===== src/rtl/uart_tx.sv =====
// uart_tx: asynchronous serial transmitter.
// Frame is a start bit, DATA_WIDTH data bits sent LSB first, an optional
// parity bit and one stop bit. Each bit is held for OVERSAMPLE baud ticks.
// Build option: define UART_TX_PARITY_EN to include the parity bit
// (PARITY_ODD selects its sense); without it the frame is DATA_WIDTH+2 bits.
module uart_tx #(
  parameter int unsigned DATA_WIDTH = 8,
  parameter int unsigned OVERSAMPLE = 16,
  parameter int unsigned PARITY_ODD = 0
) (
  input  logic                  clock,
  input  logic                  reset,
  input  logic                  baud_tick,
  input  logic                  tx_start,
  input  logic [DATA_WIDTH-1:0] tx_data,
  output logic                  tx_serial,
  output logic                  tx_busy,
  output logic                  tx_done
);

  localparam int unsigned TW = $clog2(OVERSAMPLE);
  localparam int unsigned BW = (DATA_WIDTH > 1) ? $clog2(DATA_WIDTH) : 1;

  localparam logic [2:0] S_IDLE   = 3'd0;
  localparam logic [2:0] S_START  = 3'd1;
  localparam logic [2:0] S_DATA   = 3'd2;
`ifdef UART_TX_PARITY_EN
  localparam logic [2:0] S_PARITY = 3'd3;
`endif
  localparam logic [2:0] S_STOP   = 3'd4;

  logic [2:0]            state_q, state_d;
  logic [TW-1:0]         tick_q, tick_d;
  logic [BW-1:0]         bit_q, bit_d;
  logic [DATA_WIDTH-1:0] shift_q, shift_d;
  logic                  serial_q, serial_d;
  logic                  busy_q, busy_d;
  logic                  done_q, done_d;
  logic                  bit_end;

`ifdef UART_TX_PARITY_EN
  logic [DATA_WIDTH-1:0] data_q, data_d;
  logic                  parity_bit;

  // Parity from the latched copy so the live input can change freely.
  always_comb begin
    parity_bit = (^data_q) ^ (PARITY_ODD != 0);
  end
`endif

  // Next-state, counters and registered line value (line follows next state).
  always_comb begin
    state_d  = state_q;
    tick_d   = tick_q;
    bit_d    = bit_q;
    shift_d  = shift_q;
    done_d   = 1'b0;
    serial_d = 1'b1;
`ifdef UART_TX_PARITY_EN
    data_d   = data_q;
`endif
    bit_end  = baud_tick && (tick_q == TW'(OVERSAMPLE - 1));

    if (state_q == S_IDLE) begin
      if (tx_start) begin
        shift_d = tx_data;
`ifdef UART_TX_PARITY_EN
        data_d  = tx_data;
`endif
        tick_d  = '0;
        bit_d   = '0;
        state_d = S_START;
      end
    end else begin
      if (bit_end) begin
        tick_d = '0;
      end else if (baud_tick) begin
        tick_d = tick_q + 1'b1;
      end
    end

    case (state_q)
      S_START: begin
        if (bit_end) begin
          state_d = S_DATA;
        end
      end
      S_DATA: begin
        if (bit_end) begin
          shift_d = shift_q >> 1;
          if (bit_q == BW'(DATA_WIDTH - 1)) begin
            bit_d = '0;
`ifdef UART_TX_PARITY_EN
            state_d = S_PARITY;
`else
            state_d = S_STOP;
`endif
          end else begin
            bit_d = bit_q + 1'b1;
          end
        end
      end
`ifdef UART_TX_PARITY_EN
      S_PARITY: begin
        if (bit_end) begin
          state_d = S_STOP;
        end
      end
`endif
      S_STOP: begin
        if (bit_end) begin
          state_d = S_IDLE;
          done_d  = 1'b1;
        end
      end
      default: ;
    endcase

    case (state_d)
      S_START:  serial_d = 1'b0;
      S_DATA:   serial_d = shift_d[0];
`ifdef UART_TX_PARITY_EN
      S_PARITY: serial_d = parity_bit;
`endif
      default:  serial_d = 1'b1;
    endcase

    busy_d = (state_d != S_IDLE);
  end

  // State and output registers with synchronous reset.
  always_ff @(posedge clock) begin
    if (reset) begin
      state_q  <= S_IDLE;
      tick_q   <= '0;
      bit_q    <= '0;
      shift_q  <= '0;
      serial_q <= 1'b1;
      busy_q   <= 1'b0;
      done_q   <= 1'b0;
`ifdef UART_TX_PARITY_EN
      data_q   <= '0;
`endif
    end else begin
      state_q  <= state_d;
      tick_q   <= tick_d;
      bit_q    <= bit_d;
      shift_q  <= shift_d;
      serial_q <= serial_d;
      busy_q   <= busy_d;
      done_q   <= done_d;
`ifdef UART_TX_PARITY_EN
      data_q   <= data_d;
`endif
    end
  end

  assign tx_serial = serial_q;
  assign tx_busy   = busy_q;
  assign tx_done   = done_q;

endmodule


===== config.mk =====
export PLATFORM = sky130hd
export DESIGN_NAME = uart_tx
export DESIGN_NICKNAME = d
export VERILOG_FILES = /design/src/rtl/uart_tx.sv
export SDC_FILE = /design/constraint.sdc
export NUM_CORES = 1
export LEC_CHECK = 0
export BUFFER_PORTS_ARGS = -buffer_cell sky130_fd_sc_hd__buf_2
export CAP_MARGIN = 15
export CORE_ASPECT_RATIO = 0.75
export CORE_UTILIZATION = 55
export DETAILED_ROUTE_END_ITERATION = 12
export MAX_ROUTING_LAYER = met4
export PLACE_DENSITY = 0.83
export SETUP_SLACK_MARGIN = 0.2
export SLEW_MARGIN = 20
export SYNTH_ARGS = -nofsm -noshare
export SYNTH_HDL_FRONTEND = slang
export SYNTH_SLANG_ARGS = --single-unit
export TNS_END_PERCENT = 20

===== constraint.sdc =====
create_clock -name clock -period 2.5 [get_ports clock]
set_clock_uncertainty 0.2 [all_clocks]
set_input_delay 0.25 -clock clock [delete_from_list [all_inputs] [get_ports clock]]
set_output_delay 0.25 -clock clock [all_outputs]
set_load 0.01 [all_outputs]

==> metrics.txt <==
status=finished, final reports clean; hold_buf cts=4; WL final=2270 um; Global Route Usage Sum=25.0%; first-pass GRT wire length=3660 um; initial antenna violation count=0; WS Path Type=register to register; DRC=0; Seq cells post-synth=21; clock buffer count from CTS=3; CTS HTree Levels=1; Post-synth EDFFs=0; Yosys Warn Count=0; commonest non-fill, non-tap cell in the layout=dfxtp_1; Fin. Hold Viols=0; vias in the first global route=810; slowest stage cell, crit path=dfxtp_1; gr ovfl total=0; DRT Pass-1 Iters=4; # Max-Cap Violations=0; Critical Path Start Type=register; Cell Area, Synth=1120 um2; wire per inst=14.3 um; PortBufs=14; 1st-iter DRT viols=31; final core occ=66.8%; FILL cells=148; Max Clock Freq=0.500 GHz; Std-Cell Rows=13; clk slew on worst S/H paths=0.11 ns; share of the synthesized area in the top cell type=37.6%; clock sink total=21; RSZ-0062 raised after global routing=no; most frequent cells in the layout=21 x dfxtp_1, 17 x nand2_1, 14 x buf_2; hpwl dp=1500 um; min-delay worst type=input port to register; Post-Layout Cell Count=159; CTS tree=done; CTS root buf=clkbuf_4; clk buf depth=2; diode count=0; Crit path arrival time=2.05 ns; gpl congestion=0.784; asr flop ratio synth=0%; setup TNS=0 ns; Starting Density=61.3%; crit path time final=2.00 ns; data required time at the worst endpoint=2.55 ns; largest area contributor in the netlist=dfxtp_1; largest net degree at the start of global routing=22; Least-Margin Pin Slew=0.571 ns; Placed Cells=151; Detail Route Antenna Nets=0; CP cell instances=or3b_1, or4_1, a21oi_1; Netlist cell types=38; Post-CTS Resized=0; max incr delay on CP=0.59 ns; mean post-synth cell area=8.94 um2; Crit. End Element=register; maximum vdd ir drop=0.446 mV; I/O Pins=15; power density cells=486 nW/um2; sequential share of the synthesized area=37.6%; layout cells sized above 1=21.2%; via count=960; count of final setup violators=0; Slew HR=61.9%; final worst-path cycle share=80.1%; worst hold slack=0.0101 ns; DIE AREA=2220 um2; setup bufs post-CTS=0; crit path max fanout=12; max-slew violations=0; Worst-Skew Late Latency=0.31 ns; delay-heaviest family, CP=simple AND/OR/NAND/NOR gates; Synth area leaders=dfxtp_1 38%, nand2_1 5.7%, a311oi_1 5.5%; core footprint=1820 um2; Top FF cell, synth=dfxtp_1; die height=41.0 um; fin nets=153; synthesized instance count=125; vias per cell=6.04; Area Growth Syn to Fin=8.85%; net count after synthesis=140; Die W=54.0 um; Worst Path Buf+Inv=0; Lkg Pwr=0.436 nW
per-layer routing:
metal | global-route usage, % | wire, um | vias to the layer above
met1 | 29.4 | 1160 | 449
met3 | 7.78 | 66 | 5
met5 | - | 0 | -
met2 | 41.7 | 1010 | 13
li1 | - | - | 493
met4 | 7.69 | 31 | 0
final timing paths:
path | slack, ns | endpoint | startpoint | depth (start not counted)
worst min-delay path | 0.01 | shift_q[1] | tx_data[1] | 3
worst min register to register | 0.29 | bit_q[1] | bit_q[1] | 2
worst max register to register | 0.50 | bit_q[0] | state_q[1] | 3
worst max-delay path | 0.50 | bit_q[0] | state_q[1] | 3
metrics by stage:
stage | total power [W] | cell area, um2 | setup WS (ns)
final | 0.000591 | 1220 | 0.498
after global routing | 0.000622 | 1220 | 0.383
after CTS | 0.000597 | 1220 | 0.508
after detailed placement | 0.000426 | 1150 | 0.524
after global placement | 0.000424 | 1150 | 0.572
after floorplan | 0.000411 | 1120 | 0.789
worst reg2reg max path: stages, from the launching register on:
cell and delay [ns]:
dfxtp_1 0.59, or3b_1 0.58, or4_1 0.45, a21oi_1 0.12
cells by family (layout without fill, tap and decap cells):
family          after synthesis  count (layout)  synth area share, %
simple gates                 54              54                 27.7
compound gates               31              31                 21.6
flops                        21              21                 37.6
buf+inv                      14              26                 7.84
fa+ha+maj                     3               3                 3.36
mux                           2               2                 1.90
final cells by class:
cell class / count / area (um2) / share of cell area, %
multi-input combinational: 90 / 609 / 50.1
sequential: 21 / 420 / 34.6
timing repair buffer: 20 / 125 / 10.3
tap: 22 / 27.5 / 2.26
clock buffer: 4 / 26.3 / 2.16
inverter: 2 / 7.51 / 0.617
where the power goes:
| group | total (W) | switching (W) | leakage [nW] | internal (W) |
|---|---|---|---|---|
| Sequential | 0.000358 | 0.0000112 | 0.171 | 0.000347 |
| Combinational | 0.0000659 | 0.0000349 | 0.249 | 0.0000310 |
| Clock | 0.000167 | 0.000105 | 0.0150 | 0.0000624 |
| Total | 0.000591 | 0.000151 | 0.436 | 0.000441 |
flip-flops by register name, summed over array words and instances, names as in the netlist:
signal and cells:
tick_q 4, tx_busy 1, state_q 3, bit_q 3, tx_done 1, shift_q 8
tx_serial 1
synthesized netlist by cell type (all sizes together), types with 3 or more instances:
cell and n:
nor2b 3, or3 3, ha 3, dfxtp 21
o31ai 3, a311oi 7, nand2 17, nor3 8
nor2 4, o211ai 3, a21oi 9, clkbuf 4
buf 8, nand3 7
No activity file was read; power rests on OpenSTA's default activity.
